**src/rtl/cosim_log_item_assembler.sv**
```systemverilog
// Rebuilds DPI word streams into commit-log records and buffers them in a small FIFO.
// Word counts are derived from XREG_W/FREG_W/DPI_W; framing errors pulse err_o.
module cosim_log_item_assembler #(
    parameter int XREG_W     = 64,
    parameter int FREG_W     = 128,
    parameter int DPI_W      = 32,
    parameter int DEPTH      = 4,
    parameter int KEY_TYPE_W = 4
) (
    input  logic                         clk_i,
    input  logic                         rst_ni,
    input  logic                         in_valid_i,
    output logic                         in_ready_o,
    input  logic                         in_sof_i,
    input  logic [1:0]                   in_kind_i,
    input  logic [DPI_W-1:0]             in_word_i,
    output logic                         out_valid_o,
    input  logic                         out_ready_i,
    output logic [1:0]                   out_kind_o,
    output logic [KEY_TYPE_W-1:0]        out_key_type_o,
    output logic [XREG_W-KEY_TYPE_W-1:0] out_key_id_o,
    output logic [XREG_W-1:0]            out_addr_o,
    output logic [FREG_W-1:0]            out_data_o,
    output logic [DPI_W-1:0]             out_size_o,
    output logic                         err_o,
    output logic [31:0]                  item_cnt_o
);

    localparam int XW        = XREG_W / DPI_W;
    localparam int FW        = FREG_W / DPI_W;
    localparam int REG_WORDS = XW + FW;
    localparam int MEM_WORDS = 2 * XW + 1;
    localparam int MAX_WORDS = (REG_WORDS > MEM_WORDS) ? REG_WORDS : MEM_WORDS;
    localparam int CNT_W     = $clog2(MAX_WORDS + 1);
    localparam int PTR_W     = $clog2(DEPTH);

    localparam logic [1:0] KIND_REG = 2'd0;
    localparam logic [1:0] KIND_ILL = 2'd3;

    typedef enum logic [1:0] {ST_IDLE, ST_COLLECT, ST_DROP} state_t;

    typedef struct packed {
        logic [1:0]                   kind;
        logic [KEY_TYPE_W-1:0]        key_type;
        logic [XREG_W-KEY_TYPE_W-1:0] key_id;
        logic [XREG_W-1:0]            addr;
        logic [FREG_W-1:0]            data;
        logic [DPI_W-1:0]             size;
    } rec_t;

    state_t                       state_q, state_n;
    logic [CNT_W-1:0]             cnt_q, cnt_n, last_idx;
    logic [1:0]                   kind_q, kind_n;
    logic [XW-1:0][DPI_W-1:0]     key_q, key_n, addr_q, addr_n, mdat_q, mdat_n;
    logic [FW-1:0][DPI_W-1:0]     val_q, val_n;
    logic [DPI_W-1:0]             size_q, size_n;
    logic                         err_q, err_n;
    logic                         push, pop, accept;
    logic [31:0]                  item_cnt_q;
    rec_t                         push_rec, head;

    rec_t                         mem [DEPTH];
    logic [PTR_W-1:0]             wr_ptr_q, rd_ptr_q;
    logic [PTR_W:0]               count_q;

    assign in_ready_o = (count_q != (PTR_W+1)'(DEPTH));
    assign accept     = in_valid_i & in_ready_o;
    assign last_idx   = (kind_q == KIND_REG) ? CNT_W'(REG_WORDS - 1) : CNT_W'(MEM_WORDS - 1);

    always_comb begin
        state_n = state_q;
        cnt_n   = cnt_q;
        kind_n  = kind_q;
        key_n   = key_q;
        val_n   = val_q;
        addr_n  = addr_q;
        mdat_n  = mdat_q;
        size_n  = size_q;
        err_n   = 1'b0;
        push    = 1'b0;
        if (accept) begin
            if (in_sof_i) begin
                // A sof always restarts framing; a truncated item in COLLECT is an error.
                if (state_q == ST_COLLECT) err_n = 1'b1;
                if (in_kind_i == KIND_ILL) begin
                    state_n = ST_DROP;
                    cnt_n   = '0;
                    err_n   = 1'b1;
                end else begin
                    state_n = ST_COLLECT;
                    cnt_n   = CNT_W'(1);
                    kind_n  = in_kind_i;
                    key_n   = '0;
                    val_n   = '0;
                    addr_n  = '0;
                    mdat_n  = '0;
                    size_n  = '0;
                    if (in_kind_i == KIND_REG) key_n[0] = in_word_i;
                    else                       addr_n[0] = in_word_i;
                end
            end else begin
                case (state_q)
                    ST_IDLE: err_n = 1'b1;
                    ST_COLLECT: begin
                        if (kind_q == KIND_REG) begin
                            for (int unsigned i = 0; i < XW; i++)
                                if (cnt_q == CNT_W'(i)) key_n[i] = in_word_i;
                            for (int unsigned i = 0; i < FW; i++)
                                if (cnt_q == CNT_W'(XW + i)) val_n[i] = in_word_i;
                        end else begin
                            for (int unsigned i = 0; i < XW; i++) begin
                                if (cnt_q == CNT_W'(i))      addr_n[i] = in_word_i;
                                if (cnt_q == CNT_W'(XW + i)) mdat_n[i] = in_word_i;
                            end
                            if (cnt_q == CNT_W'(2 * XW)) size_n = in_word_i;
                        end
                        if (cnt_q == last_idx) begin
                            push    = 1'b1;
                            state_n = ST_IDLE;
                            cnt_n   = '0;
                        end else begin
                            cnt_n = cnt_q + CNT_W'(1);
                        end
                    end
                    default: ;
                endcase
            end
        end
    end

    // Record is built from the next-field values so the last word lands in the same push.
    always_comb begin
        push_rec      = '0;
        push_rec.kind = kind_q;
        if (kind_q == KIND_REG) begin
            {push_rec.key_type, push_rec.key_id} = key_n;
            push_rec.data                        = val_n;
        end else begin
            push_rec.addr = addr_n;
            push_rec.data = FREG_W'(mdat_n);
            push_rec.size = size_n;
        end
    end

    always_ff @(posedge clk_i or negedge rst_ni) begin
        if (!rst_ni) begin
            state_q    <= ST_IDLE;
            cnt_q      <= '0;
            kind_q     <= '0;
            key_q      <= '0;
            val_q      <= '0;
            addr_q     <= '0;
            mdat_q     <= '0;
            size_q     <= '0;
            err_q      <= 1'b0;
            item_cnt_q <= '0;
        end else begin
            state_q <= state_n;
            cnt_q   <= cnt_n;
            kind_q  <= kind_n;
            key_q   <= key_n;
            val_q   <= val_n;
            addr_q  <= addr_n;
            mdat_q  <= mdat_n;
            size_q  <= size_n;
            err_q   <= err_n;
            if (push) item_cnt_q <= item_cnt_q + 32'd1;
        end
    end

    assign pop = out_valid_o & out_ready_i;

    always_ff @(posedge clk_i or negedge rst_ni) begin
        if (!rst_ni) begin
            wr_ptr_q <= '0;
            rd_ptr_q <= '0;
            count_q  <= '0;
        end else begin
            if (push) wr_ptr_q <= wr_ptr_q + PTR_W'(1);
            if (pop)  rd_ptr_q <= rd_ptr_q + PTR_W'(1);
            if (push && !pop)      count_q <= count_q + (PTR_W+1)'(1);
            else if (pop && !push) count_q <= count_q - (PTR_W+1)'(1);
        end
    end

    always_ff @(posedge clk_i) begin
        if (push) mem[wr_ptr_q] <= push_rec;
    end

    assign out_valid_o    = (count_q != '0);
    assign head           = out_valid_o ? mem[rd_ptr_q] : '0;
    assign out_kind_o     = head.kind;
    assign out_key_type_o = head.key_type;
    assign out_key_id_o   = head.key_id;
    assign out_addr_o     = head.addr;
    assign out_data_o     = head.data;
    assign out_size_o     = head.size;
    assign err_o          = err_q;
    assign item_cnt_o     = item_cnt_q;

endmodule

```
**config.mk**
```make
export PLATFORM = sky130hd
export DESIGN_NAME = cosim_log_item_assembler
export DESIGN_NICKNAME = d
export VERILOG_FILES = /design/src/rtl/cosim_log_item_assembler.sv
export SDC_FILE = /design/constraint.sdc
export NUM_CORES = 2
export LEC_CHECK = 0
export ABC_CLOCK_PERIOD_IN_PS = 10800
export BUFFER_PORTS_ARGS = -buffer_cell sky130_fd_sc_hd__buf_2
export CORE_AREA = 2 2 325 327
export DETAILED_ROUTE_END_ITERATION = 12
export DIE_AREA = 0 0 327 329
export HOLD_SLACK_MARGIN = 0.05
export PLACE_DENSITY = 0.78
export SLEW_MARGIN = 40
export SYNTH_ARGS = -nofsm -noshare
export SYNTH_HDL_FRONTEND = slang
export SYNTH_SLANG_ARGS = --single-unit
```
**constraint.sdc**
```tcl
create_clock -name clk_i -period 10.8 [get_ports clk_i]
set_input_delay 2.16 -clock clk_i [delete_from_list [all_inputs] [get_ports clk_i]]
set_output_delay 2.16 -clock clk_i [all_outputs]
set_load 0.01 [all_outputs]
```
==> run_results.csv <==
group,metric,value,unit
timing,fin_skew,0.02549,ns
yosys,ys_ff_latch,1559,
detailed_routing,wl_met2,73470,µm
critical_path,cp_data_arrival_time,3.96,ns
worst_hold_path,hp-class,"reg -> reg",
critical_path,reg2reg_slack,6.73,ns
critical_path,slowest_stage,"dfrtp_4",
cts,htreeDepth,4,
yosys,synth_area,0.06187,mm²
cts,cts.root.buffer_cell,"clkbuf_16",
cts,cts_tree,"yes",
yosys,ys_async_sr_fraction,25.59,%
timing,fmax,0.1633,GHz
yosys,synth_area_leaders,"edfxtp_1, dfrtp_1, mux4_2",
critical_path,r2r_start,"count_q[2]",
cts,clock_path_buffers,3,
yosys,synth_top_area_share,56.30,%
placement,placedCellCount,4940,
detailed_routing,viasPerCell,6.511,
critical_path,worstRegToRegCells,8,
die,die_height,329,µm
timing,hold_viol,0,
detailed_routing,antenna_left,0,
yosys,ys_types,49,
detailed_routing,met1_length,60550,µm
yosys,synthTopCellsByCount,"edfxtp_1, and2_1, dfrtp_1",
timing,setup_viol,0,
pwr,ir_worst_vdd,0.1725,mV
yosys,synth_edf_count,1160,
placement,dp_hpwl,88190,µm
yosys,yosys_most_used_dff,"edfxtp_1",
detailed_routing,drc_errors,0,
detailed_routing,wl_met3,14810,µm
cts,cts_buffers,153,
worst_hold_path,min_delay_path_depth,2,
die,coreArea,0.1044,mm²
worst_hold_path,hp-start,"addr_q[31]",
timing,rsz0062_at_grt,"false",
die,die_x,327,µm
timing,min_period,6.125,ns
cts,cts_resized,0,
die,ios,364,
placement,dp_slack,4.944,ns
pwr,p_leak,25.11,nW
cts,clk_latency,0.75,ns
detailed_routing,highest_layer,"met5",
yosys,ys_warn_count,0,
yosys,postSynthCellCount,3402,
timing,slew_headroom,36.80,%
detailed_routing,drtIter0Drc,4428,
timing,min_period_over_period,56.71,%
placement,finalWeightedCongestion,0.8230,
critical_path,cp-end-kind,"output port",
yosys,synthesis.nets,3453,
detailed_routing,wl,154300,µm
grt,grt_use_total,28.72,%
final_layout,final_nets,3758,
grt,grt_max_degree,125,
timing,final.setup.worst_slack,4.675,ns
grt,grt_pass1_vias,33490,
yosys,yosysSeqAreaShare,72.44,%
critical_path,r2r-end,"mem[1][69]",
grt,grt_pass1_wl,226600,µm
critical_path,path_cells,"buf_12, buf_16, buf_6, mux4_2, and2_1, buf_2",
yosys,synth_area_leader_cell,"edfxtp_1",
cts,cts_sinks,1559,
final_layout,instances_no_fill,5234,
cts,clk_pin_slew,0.06,ns
final_layout,n_fill_cell,6626,
run,drv_cap,0,
final_layout,syn_to_final_growth,13.71,%
worst_hold_path,min_to,"addr_q[31]",
status,outcome,"completed",
critical_path,critPathMaxFanout,62,
critical_path,start_kind,"register",
grt,antenna_found_initial,18,
detailed_routing,dr.pass1.iters,6,
detailed_routing,wl_per_cell,29.49,µm
timing,tightest_slew,0.9481,ns
die,start_util,59.28,%
die,rows,119,
critical_path,crit_type,"reg -> out",
detailed_routing,vias,34080,
timing,drv_slew,0,
yosys,synth.avg_cell_area,18.19,µm²
timing,tns,0,ns
die,die_area,0.1076,mm²
placement,io_buffers,363,
pwr,p_per_area,235.5,mW/mm²
critical_path,worstPathRequired,8.64,ns
timing,hold_ws,0.4616,ns
cts,post_cts_buffers,0,
yosys,synth.most_common_cell,"edfxtp_1",
cts,hold_buffers,0,
critical_path,max_stage_delay,0.76,ns
grt,overflow,0,
final_layout,drive_gt1_share,25.98,%
-- layout make-up --
class	instances	area (µm²)	share of cell area, %
Sequential cell	1559	44830	63.71
Clock buffer	237	4471	6.354
Tap cell	1391	1740	2.474
Antenna cell	6	15.01	0.02134
Clock inverter	48	389.1	0.5531
Timing Repair Buffer	438	2893	4.112
Multi-Input combinational cell	1548	15990	22.73
Inverter	7	26.28	0.03735
-- how the worst max path moves through the flow --
stage / startpoint / end / slack (ns) / depth (start not counted)
finish: rd_ptr_q[0] / out_data_o[113] / 4.68 / 6
detailed placement: in_sof_i / mem[1][69] / 4.94 / 9
global route: rd_ptr_q[0] / out_data_o[127] / 4.34 / 6
floorplan: in_sof_i / mem[0][0] / 0.17 / 6
global placement: in_sof_i / mem[1][56] / 5.02 / 7
CTS: rd_ptr_q[0] / out_data_o[113] / 4.48 / 6
-- metal layers --
metal | track usage [%] | up-vias
met5 | 0.9565 | -
met4 | 10.38 | 13
met3 | 6.504 | 297
met2 | 43.85 | 1897
met1 | 41.39 | 17750
li1 | - | 14120
-- worst max-delay path: cells and delay by family, from the launching register on --
family        cells  cell delay (ns)
buf+inv           4             1.55
flops             1             0.76
mux               1             0.60
simple gates      1             0.22
-- power breakdown --
part	total [mW]	leakage [nW]	internal, mW	switching [mW]
Clock	5.15	2.38	2.95	2.20
Sequential	7.01	15.5	6.81	0.200
Combinational	4.40	7.27	1.92	2.48
-- logic make-up (layout without fill, tap and decap cells) --
group                    count (synthesis)  in the layout  share of synthesized area [%]
buffers and inverters                  295            730                          1.970
AO/OA/AOI/OAI                          556            556                          7.699
AND/OR/NAND/NOR                        618            618                          5.994
XOR/XNOR                                39             39                         0.5521
adder cells (fa/ha/maj)                 12             12                         0.2548
other                                    0              6                              0
multiplexers                           323            323                          11.09
flip-flops                            1559           1559                          72.44
-- stage by stage --
step / utilization (%) / instance area [µm²] / power [mW]
floorplan: - / 61870 / 9.867
global placement: 62.21 / 64930 / 11.40
detailed placement: 62.63 / 65370 / 11.55
CTS: 67.29 / 70230 / 16.66
global route: 67.40 / 70350 / 17.18
finish: 67.41 / 70350 / 16.57
-- cells in the final DEF, fill, tap and decap left out, types with 15 or more instances in the layout --
| master | n |
|---|---|
| nand2_1 | 59 |
| clkbuf_1 | 57 |
| buf_2 | 362 |
| o21ai_0 | 42 |
| clkbuf_16 | 158 |
| a22o_1 | 394 |
| a31o_2 | 15 |
| xnor2_1 | 27 |
| and3_1 | 26 |
| a32o_1 | 50 |
| buf_4 | 36 |
| nand3_1 | 17 |
| mux2i_1 | 31 |
| clkinv_2 | 20 |
| dfrtp_1 | 397 |
| buf_16 | 15 |
| and2_1 | 445 |
| edfxtp_1 | 1160 |
| clkbuf_8 | 22 |
| mux4_2 | 290 |
| nand4_1 | 16 |
| clkinv_1 | 15 |
| a221o_1 | 32 |
-- state kept, by name (all words and copies together) (netlist names) --
signal	cells
wr_ptr_q	2
rd_ptr_q	2
count_q	3
mdat_q	64
addr_q	64
state_q	2
kind_q	2
key_q	64
item_cnt_o	32
cnt_q	3
val_q	128
err_o	1
mem	1160
size_q	32
Note: power is estimated with default switching activity, not from simulation.
